### src/rtl/tail_lights_pkg.sv
// ----------------------------------------------------------------------------
// tail_lights_pkg
// Shared definitions for the tail-lights controller:
//   - mode_t            : 3-bit mode code carried from the switches
//   - MODE_* constants  : the legal mode codes (1..5) plus MODE_OFF
//   - hs_state_e        : state encoding of the mode req/ack handshake
//   - is_legal_mode()   : 1 when a code is one of MODE_HAZARD..MODE_FLASH
// ----------------------------------------------------------------------------
package tail_lights_pkg;

   typedef logic [2:0] mode_t;

   localparam mode_t MODE_OFF    = 3'd0;
   localparam mode_t MODE_HAZARD = 3'd1;
   localparam mode_t MODE_LEFT   = 3'd2;
   localparam mode_t MODE_RIGHT  = 3'd3;
   localparam mode_t MODE_BRAKE  = 3'd4;
   localparam mode_t MODE_FLASH  = 3'd5;

   typedef enum logic {
      ST_IDLE = 1'b0,
      ST_REQ  = 1'b1
   } hs_state_e;

   // Codes 0, 6 and 7 are still delivered downstream, just flagged illegal.
   function automatic logic is_legal_mode(input mode_t code);
      return (code >= MODE_HAZARD) && (code <= MODE_FLASH);
   endfunction

endpackage

### src/rtl/tail_mode_input_if.sv
// ----------------------------------------------------------------------------
// tail_mode_input_if
// Mode hand-off bus between the switch front end and the mode-select logic.
//   mode       : last accepted stable mode code
//   mode_legal : mode is in 1..5
//   mode_req   : a new mode is pending
//   mode_ack   : consumer accepts the pending mode
//   glitch_cnt : saturating count of rejected bounce events
// master = tail_mode_input (producer), slave = consumer.
// ----------------------------------------------------------------------------
interface tail_mode_input_if
   import tail_lights_pkg::*;
#(
   parameter int GLITCH_W = 8
);

   mode_t               mode;
   logic                mode_legal;
   logic                mode_req;
   logic                mode_ack;
   logic [GLITCH_W-1:0] glitch_cnt;

   modport master (
      output mode, mode_legal, mode_req, glitch_cnt,
      input  mode_ack
   );

   modport slave (
      input  mode, mode_legal, mode_req, glitch_cnt,
      output mode_ack
   );

endinterface

### src/rtl/tail_mode_input_sync_2ff.sv
// ----------------------------------------------------------------------------
// sync_2ff
// Two-flop synchroniser for a vector of asynchronous inputs. Each bit is
// synchronised independently; bits of a vector may therefore land on
// different cycles, which the downstream debounce tolerates.
//   clk, rst_n : clock, asynchronous active-low reset
//   async_i    : asynchronous input vector
//   sync_o     : vector delayed by two clk edges, safe to use in clk domain
// ----------------------------------------------------------------------------
module sync_2ff #(
   parameter int WIDTH = 1
) (
   input  logic             clk,
   input  logic             rst_n,
   input  logic [WIDTH-1:0] async_i,
   output logic [WIDTH-1:0] sync_o
);

   logic [WIDTH-1:0] meta_q, meta_d;
   logic [WIDTH-1:0] sync_q, sync_d;

   always_comb begin
      meta_d = async_i;
      sync_d = meta_q;
   end

   // NOTE: state registers use non-blocking assignments so every flop samples
   // the pre-edge value of its neighbours regardless of statement order.
   always_ff @(posedge clk or negedge rst_n) begin
      if (!rst_n) begin
         meta_q <= '0;
         sync_q <= '0;
      end else begin
         meta_q <= meta_d;
         sync_q <= sync_d;
      end
   end

   assign sync_o = sync_q;

endmodule

### src/rtl/tail_mode_input.sv
// ----------------------------------------------------------------------------
// tail_mode_input
// Switch front end for the tail-lights controller. Synchronises the raw 3-bit
// mode switches, debounces them as one vector, counts rejected bounces and
// offers each newly accepted code to the mode-select logic over req/ack.
//   clk, rst_n : 50 MHz clock, asynchronous active-low reset
//   sw_raw     : raw switch pins, asynchronous to clk
//   bus        : master side of tail_mode_input_if
//                (mode, mode_legal, mode_req, glitch_cnt out; mode_ack in)
// Parameters:
//   DEBOUNCE_CYCLES : consecutive unchanged cycles needed to accept a code (>=1)
//   GLITCH_W        : width of the saturating glitch counter
// ----------------------------------------------------------------------------
module tail_mode_input
   import tail_lights_pkg::*;
#(
   parameter int DEBOUNCE_CYCLES = 250000,
   parameter int GLITCH_W        = 8
) (
   input  logic               clk,
   input  logic               rst_n,
   input  mode_t              sw_raw,
   tail_mode_input_if.master  bus
);

   localparam int                CNT_W    = $clog2(DEBOUNCE_CYCLES + 1);
   localparam logic [CNT_W-1:0]  CNT_LAST = CNT_W'(DEBOUNCE_CYCLES - 1);

   // -------------------------------------------------------------------------
   // Synchroniser
   // -------------------------------------------------------------------------
   mode_t sw_sync;

   sync_2ff #(
      .WIDTH (3)
   ) u_sync (
      .clk     (clk),
      .rst_n   (rst_n),
      .async_i (sw_raw),
      .sync_o  (sw_sync)
   );

   // -------------------------------------------------------------------------
   // Debounce and glitch counting
   // -------------------------------------------------------------------------
   mode_t               sw_prev_q, sw_prev_d;
   mode_t               stable_q,  stable_d;
   logic [CNT_W-1:0]    db_cnt_q,  db_cnt_d;
   logic                upd_q,     upd_d;
   logic [GLITCH_W-1:0] glitch_q,  glitch_d;

   // NOTE: every combinational output gets a default before any branch, so no
   // path leaves a variable unassigned and no latch is inferred.
   always_comb begin
      sw_prev_d = sw_sync;
      stable_d  = stable_q;
      db_cnt_d  = db_cnt_q;
      upd_d     = 1'b0;
      glitch_d  = glitch_q;

      if (sw_sync != sw_prev_q) begin
         // Any movement restarts the count; the whole vector must then hold
         // still, so intermediate codes from staggered bits never qualify.
         db_cnt_d = '0;
         // A change that interrupts a count in progress is a rejected bounce.
         if ((db_cnt_q != '0) && (glitch_q != '1)) begin
            glitch_d = glitch_q + GLITCH_W'(1);
         end
      end else if (sw_sync != stable_q) begin
         if (db_cnt_q == CNT_LAST) begin
            stable_d = sw_sync;
            db_cnt_d = '0;
            upd_d    = 1'b1;
         end else begin
            db_cnt_d = db_cnt_q + CNT_W'(1);
         end
      end else begin
         db_cnt_d = '0;
      end
   end

   always_ff @(posedge clk or negedge rst_n) begin
      if (!rst_n) begin
         sw_prev_q <= MODE_OFF;
         stable_q  <= MODE_OFF;
         db_cnt_q  <= '0;
         upd_q     <= 1'b0;
         glitch_q  <= '0;
      end else begin
         sw_prev_q <= sw_prev_d;
         stable_q  <= stable_d;
         db_cnt_q  <= db_cnt_d;
         upd_q     <= upd_d;
         glitch_q  <= glitch_d;
      end
   end

   // -------------------------------------------------------------------------
   // Handshake FSM
   // -------------------------------------------------------------------------
   hs_state_e state_q, state_d;
   mode_t     mode_q,  mode_d;
   logic      legal_q, legal_d;

   always_comb begin
      state_d = state_q;
      mode_d  = mode_q;
      legal_d = legal_q;

      case (state_q)
         ST_IDLE: begin
            // A stray ack with nothing pending is ignored.
            if (upd_q) begin
               mode_d  = stable_q;
               legal_d = is_legal_mode(stable_q);
               state_d = ST_REQ;
            end
         end
         ST_REQ: begin
            // A fresh code supersedes the pending one even if it is being
            // acked on this edge; the request stays up for the new code.
            if (upd_q) begin
               mode_d  = stable_q;
               legal_d = is_legal_mode(stable_q);
            end else if (bus.mode_ack) begin
               state_d = ST_IDLE;
            end
         end
         default: state_d = ST_IDLE;
      endcase
   end

   always_ff @(posedge clk or negedge rst_n) begin
      if (!rst_n) begin
         state_q <= ST_IDLE;
         mode_q  <= MODE_OFF;
         legal_q <= 1'b0;
      end else begin
         state_q <= state_d;
         mode_q  <= mode_d;
         legal_q <= legal_d;
      end
   end

   assign bus.mode       = mode_q;
   assign bus.mode_legal = legal_q;
   assign bus.mode_req   = (state_q == ST_REQ);
   assign bus.glitch_cnt = glitch_q;

endmodule

### src/flat_wrapper.sv
// flat-port wrapper written by rule: the top's interface ports become plain ports
module tail_mode_input_flat import tail_lights_pkg::*;
#(
   parameter int DEBOUNCE_CYCLES = 250000,
   parameter int GLITCH_W        = 8
)
  (clk, rst_n, sw_raw, bus_mode, bus_mode_legal, bus_mode_req, bus_glitch_cnt, bus_mode_ack);
  tail_mode_input_if #(.GLITCH_W(GLITCH_W)) bus_i ();
  input  logic clk;
  input  logic rst_n;
  input  mode_t sw_raw;
  output wire logic [$bits(bus_i.mode)-1:0] bus_mode;
  output wire logic [$bits(bus_i.mode_legal)-1:0] bus_mode_legal;
  output wire logic [$bits(bus_i.mode_req)-1:0] bus_mode_req;
  output wire logic [$bits(bus_i.glitch_cnt)-1:0] bus_glitch_cnt;
  input wire logic [$bits(bus_i.mode_ack)-1:0] bus_mode_ack;
  assign bus_mode = bus_i.mode;
  assign bus_mode_legal = bus_i.mode_legal;
  assign bus_mode_req = bus_i.mode_req;
  assign bus_glitch_cnt = bus_i.glitch_cnt;
  assign bus_i.mode_ack = bus_mode_ack;
  tail_mode_input #(.DEBOUNCE_CYCLES(DEBOUNCE_CYCLES), .GLITCH_W(GLITCH_W)) u_core (.clk(clk), .rst_n(rst_n), .sw_raw(sw_raw), .bus(bus_i));
endmodule
### config.mk
export PLATFORM = sky130hd
export DESIGN_NAME = tail_mode_input_flat
export DESIGN_NICKNAME = d
export VERILOG_FILES = /design/src/rtl/tail_lights_pkg.sv /design/src/rtl/tail_mode_input_if.sv /design/src/rtl/tail_mode_input_sync_2ff.sv /design/src/rtl/tail_mode_input.sv /design/src/flat_wrapper.sv
export SDC_FILE = /design/constraint.sdc
export NUM_CORES = 1
export LEC_CHECK = 0
export ABC_AREA = 1
export CELL_PAD_IN_SITES_DETAIL_PLACEMENT = 0
export CELL_PAD_IN_SITES_GLOBAL_PLACEMENT = 1
export CORE_ASPECT_RATIO = 1.25
export CORE_MARGIN = 10
export CORE_UTILIZATION = 30
export DETAILED_ROUTE_END_ITERATION = 10
export PLACE_DENSITY = 0.68
export SLEW_MARGIN = 30
export SYNTH_ARGS = -nofsm -noshare
export SYNTH_HDL_FRONTEND = slang
export SYNTH_SLANG_ARGS = --single-unit
export TNS_END_PERCENT = 50
### constraint.sdc
create_clock -name clk -period 1.6 [get_ports clk]
set_input_delay 0.32 -clock clk [delete_from_list [all_inputs] [get_ports clk]]
set_output_delay 0.32 -clock clk [all_outputs]
set_load 0.02 [all_outputs]
==> summary.txt, run 1 <==
DRT Wirelength - 5030 um
RSZ-0062 raised after global routing - false
register area share after synthesis - 47.7%
largest area contributor in the netlist - dfrtp_1
Layout fillers - 776
Distinct cells, synth - 26
predominant post-synthesis flop cell - dfrtp_1
Area Growth Syn to Fin - 22.3%
async set-or-reset flop fraction in the synthesized netlist - 100%
CTS sink cnt - 44
Critical Path Start Type - register
worst skew pair latency - 0.31 ns
H-tree Lvls - 2
GRT Overall Usage - 9.23%
PD cells - 906 nW/um2
Reg2Reg Depth - 6
Worst IR Drop VDD - 627 uV
router iterations before antenna repair - 4
post-layout min period - 1.48 ns
DP Worst Slack - 0.0197 ns
clk_skew - 0.00870 ns
status - finished clean
first-pass GRT wire length - 9030 um
gr ovfl total - 0
Crit. Startpoint - u_core.db_cnt_q[0]
FF+latch count, synth - 44
routed vias - 1840
Reg2Reg Setup Slack - 0.12 ns
Area contributors post-synth - dfrtp_1, nand2_1, nand3_1
non-filler instance count after layout - 400
worst endpoint required time - 1.79 ns
Clock Pin Slew Worst Setup and Hold Paths - 0.10 ns
Final ANT Viol Nets - 0
average size of a mapped cell - 8.43 um2
Worst-Margin Slew - 0.254 ns
height of the die - 118 um
yosys warns - 0
CTS Buf Count - 5
Gate Count Post-Synth - 274
critical path arrival - 1.68 ns
share of cells above drive strength 1 - 17.9%
CTS tree - done
leakage - 1.31 nW
Antenna Cells - 0
maximum clock rate - 675 MHz
Setup crit end - u_core.db_cnt_q[10]
# rows - 35
Hold WC Path Type - register to register
crit path kind - register to register
wire per inst - 12.6 um
initial antenna violation count - 0
Placed Cells - 390
vias in the first global route - 1875
DIE AREA - 11600 um2
dpl hpwl - 3670 um
EDFF count, synth - 0
Placed Area - 2660 um2
Design Area, Final - 2830 um2
Seq. cell area - 1100 um2
multi-input logic area - 1130 um2
Final Core Density - 37.9%
fin nets - 316
Worst setup EP type - register
reg2reg end - u_core.db_cnt_q[10]
r2r startpoint - u_core.db_cnt_q[0]
Root Buffer - clkbuf_8
area share of the largest cell type after synthesis - 47.7%
setup TNS - 0 ns
clk buf depth - 2
DR iter-0 viols - 109
Rel. slew slack - 83.0%
drc violations - 0
synthesized cell area - 2310 um2
syn_nets - 283
final-report hold violation count - 0
GPL Wtd Cong - 0.776
MaxCap Viol Count - 0
Crit Path Max Fanout - 12
fin worst setup slack - 0.118 ns
drt via density - 4.60
floorplan core area - 7440 um2
pin count of the biggest net entering global routing - 45
Slew Limit Fails - 0
Top Ports - 19
Die X - 98.5 um
Port Buffer Count - 18
Final setup viols - 0
fin crit share - 92.6%
initial cell density of the core - 31.0%
-- per-layer routing --
| layer | part of all wire [%] | vias up | track usage [%] |
|---|---|---|---|
| li1 | - | 932 | - |
| met1 | 45 | 872 | 10.9 |
| met2 | 48 | 28 | 14.9 |
| met3 | 4.9 | 8 | 2.88 |
| met4 | 2.6 | 0 | 4.22 |
| met5 | 0 | - | 0 |
-- worst max-delay path, stage by stage, from the launching register on --
cell	delay, ns
dfrtp_1	0.41
ha_2	0.24
nand3_4	0.11
nor3_2	0.14
nand3_2	0.21
nand2_8	0.20
nor2_1	0.06
-- sequential cells by signal, indices dropped and copies added (netlist names) --
name	flops
u_core.bus.glitch_cnt	8
u_core.bus.mode_req	1
u_core.bus.mode	3
u_core.db_cnt_q	18
u_core.u_sync.sync_o	3
u_core.sw_prev_q	3
u_core.upd_q	1
u_core.u_sync.meta_q	3
u_core.stable_q	3
u_core.bus.mode_legal	1
-- cells by family after synthesis --
group,Yosys count,synth area share [%]
AND/OR/NAND/NOR,172,35.9
flip-flops,44,47.7
buffers and inverters,28,4.93
XOR/XNOR,19,8.18
AO/OA/AOI/OAI,8,1.73
adder cells (fa/ha/maj),3,1.63
-- Yosys cell counts, types with 3 or more instances --
cell type,count
xnor2_1,6
inv_1,24
xor2_1,10
nor3_1,3
dfrtp_1,44
nor2_1,38
nand2_1,71
nand3_2,3
nor2_2,13
o21ai_0,6
nand3_1,29
xnor2_2,3
ha_1,3
nand3b_1,4
-- power breakdown --
group | leakage [nW] | internal [W] | total (W) | switching (W)
clock network | 0.0614 | 0.000511 | 0.000929 | 0.000417
registers | 0.584 | 0.00117 | 0.00124 | 0.0000724
logic | 0.663 | 0.000161 | 0.000389 | 0.000228
total | 1.31 | 0.00184 | 0.00256 | 0.000717
-- metrics by stage --
stage | hold slack, ns | total power (W)
2_1_floorplan | 0.0244 | 0.00148
3_3_place_gp | 0.322 | 0.00169
3_5_place_dp | 0.319 | 0.00169
4_1_cts | 0.354 | 0.00260
5_1_grt | 0.370 | 0.00270
6_report | 0.346 | 0.00256
-- layout make-up --
type                    count  area share [%]
clock buffers               6            2.92
clock inverters             2            1.37
inverters                  26            3.45
multi-input cells         202            39.9
flip-flops and latches     44            39.1
well taps                  92            4.07
repair buffers             28            9.21
-- worst min path at each step --
stage / end / startpoint / cells after the start
after floorplan: u_core.bus.glitch_cnt[0] / rst_n / 0
after global placement: u_core.db_cnt_q[5] / rst_n / 2
after detailed placement: u_core.db_cnt_q[0] / rst_n / 2
after CTS: u_core.u_sync.sync_o[2] / u_core.u_sync.meta_q[2] / 0
after global routing: u_core.u_sync.sync_o[2] / u_core.u_sync.meta_q[2] / 0
final: u_core.u_sync.sync_o[0] / u_core.u_sync.meta_q[0] / 0
-- cell usage in the layout (no fill, tap or decap), types with 2 or more instances in the layout --
| master | instances |
|---|---|
| clkdlybuf4s50_1 | 4 |
| dlymetal6s2s_1 | 3 |
| nand2_1 | 70 |
| nor2_2 | 14 |
| nand3_4 | 2 |
| nand3b_1 | 4 |
| buf_4 | 8 |
| nand3_2 | 2 |
| xnor2_1 | 6 |
| dfrtp_2 | 3 |
| a21oi_1 | 2 |
| nor2_4 | 3 |
| dlygate4sd2_1 | 10 |
| o21ai_0 | 6 |
| nor3_1 | 3 |
| dfrtp_1 | 41 |
| inv_1 | 23 |
| clkbuf_8 | 6 |
| nand2_2 | 2 |
| xnor2_2 | 3 |
| nand3_1 | 29 |
| nand4_1 | 2 |
| xor2_1 | 10 |
| inv_2 | 3 |
| nor2_1 | 36 |
| ha_1 | 2 |
-- what timing repair did --
item	CTS	global route
pin swaps	0	2
setup buffers	0	1
endpoints found under the hold margin	44	0
setup endpoints to repair	10	29
cloned	0	0
resized for setup	10	14
hold buffers	1	0
Power figures use the tool's default switching activity.
==> inputs of run 2 (changes only) <==
--- a/config.mk
+++ b/config.mk
@@ -5,14 +5,13 @@
 export SDC_FILE = /design/constraint.sdc
 export NUM_CORES = 1
 export LEC_CHECK = 0
-export ABC_AREA = 1
 export CELL_PAD_IN_SITES_DETAIL_PLACEMENT = 0
 export CELL_PAD_IN_SITES_GLOBAL_PLACEMENT = 1
 export CORE_ASPECT_RATIO = 1.25
 export CORE_MARGIN = 10
-export CORE_UTILIZATION = 30
+export CORE_UTILIZATION = 45
 export DETAILED_ROUTE_END_ITERATION = 10
-export PLACE_DENSITY = 0.68
+export PLACE_DENSITY = 0.88
 export SLEW_MARGIN = 30
 export SYNTH_ARGS = -nofsm -noshare
 export SYNTH_HDL_FRONTEND = slang
==> constraint.sdc (replaced) <==
create_clock -name clk -period 1.58 [get_ports clk]
set_input_delay 0.316 -clock clk [delete_from_list [all_inputs] [get_ports clk]]
set_output_delay 0.316 -clock clk [all_outputs]
set_load 0.02 [all_outputs]
==> summary.txt, run 2 <==
syn_nets - 179
Levels on crit path - 7
Crit Path Max Fanout - 4
cell with the most instances after synthesis - dfrtp_1
floorplan core area - 4160 um2
DRT Wirelength - 4210 um
Placed Cells - 266
routed vias - 1452
area share of and/or/nand/nor cells after synthesis - 19.8%
first-pass GRT wire length - 7500 um
Worst-Margin Slew - 0.387 ns
Antenna Cells - 0
slowest stage cell, crit path - dfrtp_2
largest area contributor in the netlist - dfrtp_1
Final Power - 0.00259 W
most frequent cells in the layout - dfrtp_1, buf_4, nor2_1
critical path arrival - 1.99 ns
Seq. cell area - 1100 um2
crit path kind - register to register
Final ANT Viol Nets - 0
Port Buffer Count - 18
Top Ports - 19
Layout fillers - 339
# rows - 26
main combinational cell family by area after synthesis - simple AND/OR/NAND/NOR gates
XOR/XNOR Fraction of Synth Area - 12.5%
initial antenna violation count - 0
worst skew pair latency - 0.29 ns
CP max stage delay - 0.43 ns
fin nets - 235
gr ovfl total - 0
status - finished, violations left
vias in the first global route - 1596
CTS sink cnt - 44
wire per inst - 14.9 um
clk buf depth - 2
MaxCap Viol Count - 0
synthesized cell area - 1960 um2
worst endpoint required time - 1.77 ns
Synth Area in Compound Gates - 2.30%
dpl hpwl - 2840 um
yosys warns - 0
top cells by count, synth - dfrtp_1, nor2_1, xnor2_1
Area Growth Syn to Fin - 40.7%
Reg2Reg Depth - 7
Rel. slew slack - 74.2%
register area share after synthesis - 56.2%
Gate Count Post-Synth - 170
commonest non-fill, non-tap cell in the layout - dfrtp_1
Slew Limit Fails - 0
CTS Buf Count - 5
Critical Path Start Type - register
Crit. Startpoint - u_core.db_cnt_q[5]
Distinct cells, synth - 29
largest reg by FF count - u_core.db_cnt_q
DIE AREA - 7410 um2
final-report hold violation count - 0
async set-or-reset flop fraction in the synthesized netlist - 100%
crit-path leading delay family - simple AND/OR/NAND/NOR gates
reg2reg end - u_core.db_cnt_q[3]
fin worst setup slack - -0.217 ns
CTS tree - done
cell breakdown of the critical path - nor4_4, nand2_2, nor4_4, nand2b_4, buf_6, clkbuf_16, nor2_1
leakage - 1.33 nW
Reg2Reg Setup Slack - -0.22 ns
Worst IR Drop VDD - 624 uV
Worst Path Buf+Inv - 2
area share of fa/ha/maj cells after synthesis - 1.91%
multiplexer area fraction after synthesis - 4.59%
non-filler instance count after layout - 283
GRT Overall Usage - 12.4%
cell mode on critical path - nor4_4
drc violations - 0
clk_skew - 0.00533 ns
predominant post-synthesis flop cell - dfrtp_1
Die X - 79.0 um
router iterations before antenna repair - 4
average size of a mapped cell - 11.5 um2
max FFs per register - 18
PD cells - 939 nW/um2
DR iter-0 viols - 80
drt via density - 5.13
DP Worst Slack - -0.195 ns
H-tree Lvls - 2
setup TNS - -3.74 ns
RSZ-0062 raised after global routing - true
Root Buffer - clkbuf_8
Setup crit end - u_core.db_cnt_q[3]
failing checks - setup timing
pin count of the biggest net entering global routing - 19
Final setup viols - 29
r2r startpoint - u_core.db_cnt_q[5]
Placed Area - 2430 um2
fin crit share - 114%
share of cells above drive strength 1 - 33.9%
multi-input logic area - 960 um2
GPL Wtd Cong - 0.811
Worst setup EP type - register
Area contributors post-synth - dfrtp_1, xnor2_1, xor2_1
Clock Pin Slew Worst Setup and Hold Paths - 0.08 ns
maximum clock rate - 556 MHz
height of the die - 93.8 um
post-layout min period - 1.80 ns
EDFF count, synth - 0
area share of the largest cell type after synthesis - 56.2%
initial cell density of the core - 47.1%
Design Area, Final - 2760 um2
FF+latch count, synth - 44
Hold WC Path Type - register to register
-- run 2: cell types whose count changed in the layout (fill, tap and decap cells not counted), sizes merged, moves of 3 or more --
cell / before / now
and3: 0 / 6
o21ai: 6 / 1
inv: 26 / 6
mux2: 0 / 8
xor2: 10 / 13
nor4: 0 / 4
nand2: 74 / 10
nand3b: 4 / 0
xnor2: 9 / 15
nand3: 33 / 12
or3: 0 / 3
buf: 10 / 33
nor2: 54 / 24
-- run 2: per-stage QoR --
step           util, %  hold slack [ns]
6_report          66.2            0.354
5_1_grt           66.2            0.364
4_1_cts           65.2            0.358
3_5_place_dp      58.5            0.254
3_3_place_gp      58.5            0.250
2_1_floorplan        -           0.0204
-- run 2: area by class of cell --
| class | count | share of cell area, % |
|---|---|---|
| Timing Repair Buffer | 52 | 17.4 |
| Clock inverter | 2 | 1.41 |
| Clock buffer | 6 | 2.99 |
| Multi-Input combinational cell | 117 | 34.8 |
| Tap cell | 56 | 2.54 |
| Sequential cell | 44 | 40.1 |
| Inverter | 6 | 0.817 |
-- run 2: kinds of logic (layout without fill, tap and decap cells) --
kind of cell,count (synthesis),after routing
buffers and inverters,9,66
AO/OA/AOI/OAI,6,6
XOR/XNOR,28,28
adder cells (fa/ha/maj),3,3
multiplexers,8,8
flip-flops,44,44
AND/OR/NAND/NOR,72,72
-- run 2: report_power, final --
part | total, W | leakage, nW | switching [W] | internal [W]
Combinational | 0.000423 | 0.689 | 0.000207 | 0.000216
Clock | 0.000894 | 0.0614 | 0.000378 | 0.000517
Sequential | 0.00127 | 0.583 | 0.0000741 | 0.00120
Total | 0.00259 | 1.33 | 0.000659 | 0.00193
-- run 2: per-layer routing --
metal,up-vias,part of all wire [%],track usage [%]
li1,680,-,-
met1,720,40,13.5
met2,36,53,22.2
met3,16,4.7,3.26
met4,0,2.5,4.64
met5,-,0,0
-- run 2: how the worst min path moves through the flow --
stage,from,endpoint,slack (ns),depth (start not counted)
floorplan,rst_n,u_core.bus.glitch_cnt[0],0.02,0
global placement,rst_n,u_core.bus.glitch_cnt[2],0.25,1
detailed placement,rst_n,u_core.bus.glitch_cnt[2],0.25,1
CTS,u_core.u_sync.meta_q[1],u_core.u_sync.sync_o[1],0.36,0
global route,u_core.u_sync.meta_q[0],u_core.u_sync.sync_o[0],0.36,0
finish,u_core.u_sync.meta_q[0],u_core.u_sync.sync_o[0],0.35,0
-- run 2: what timing repair did --
item,4_1_cts,5_1_grt
endpoints found under the setup margin,41,31
hold endpoints to repair,14,0
hold buffers,1,0
setup buffers,8,3
pin swaps,8,2
gates resized for setup,27,11
gates cloned,1,1
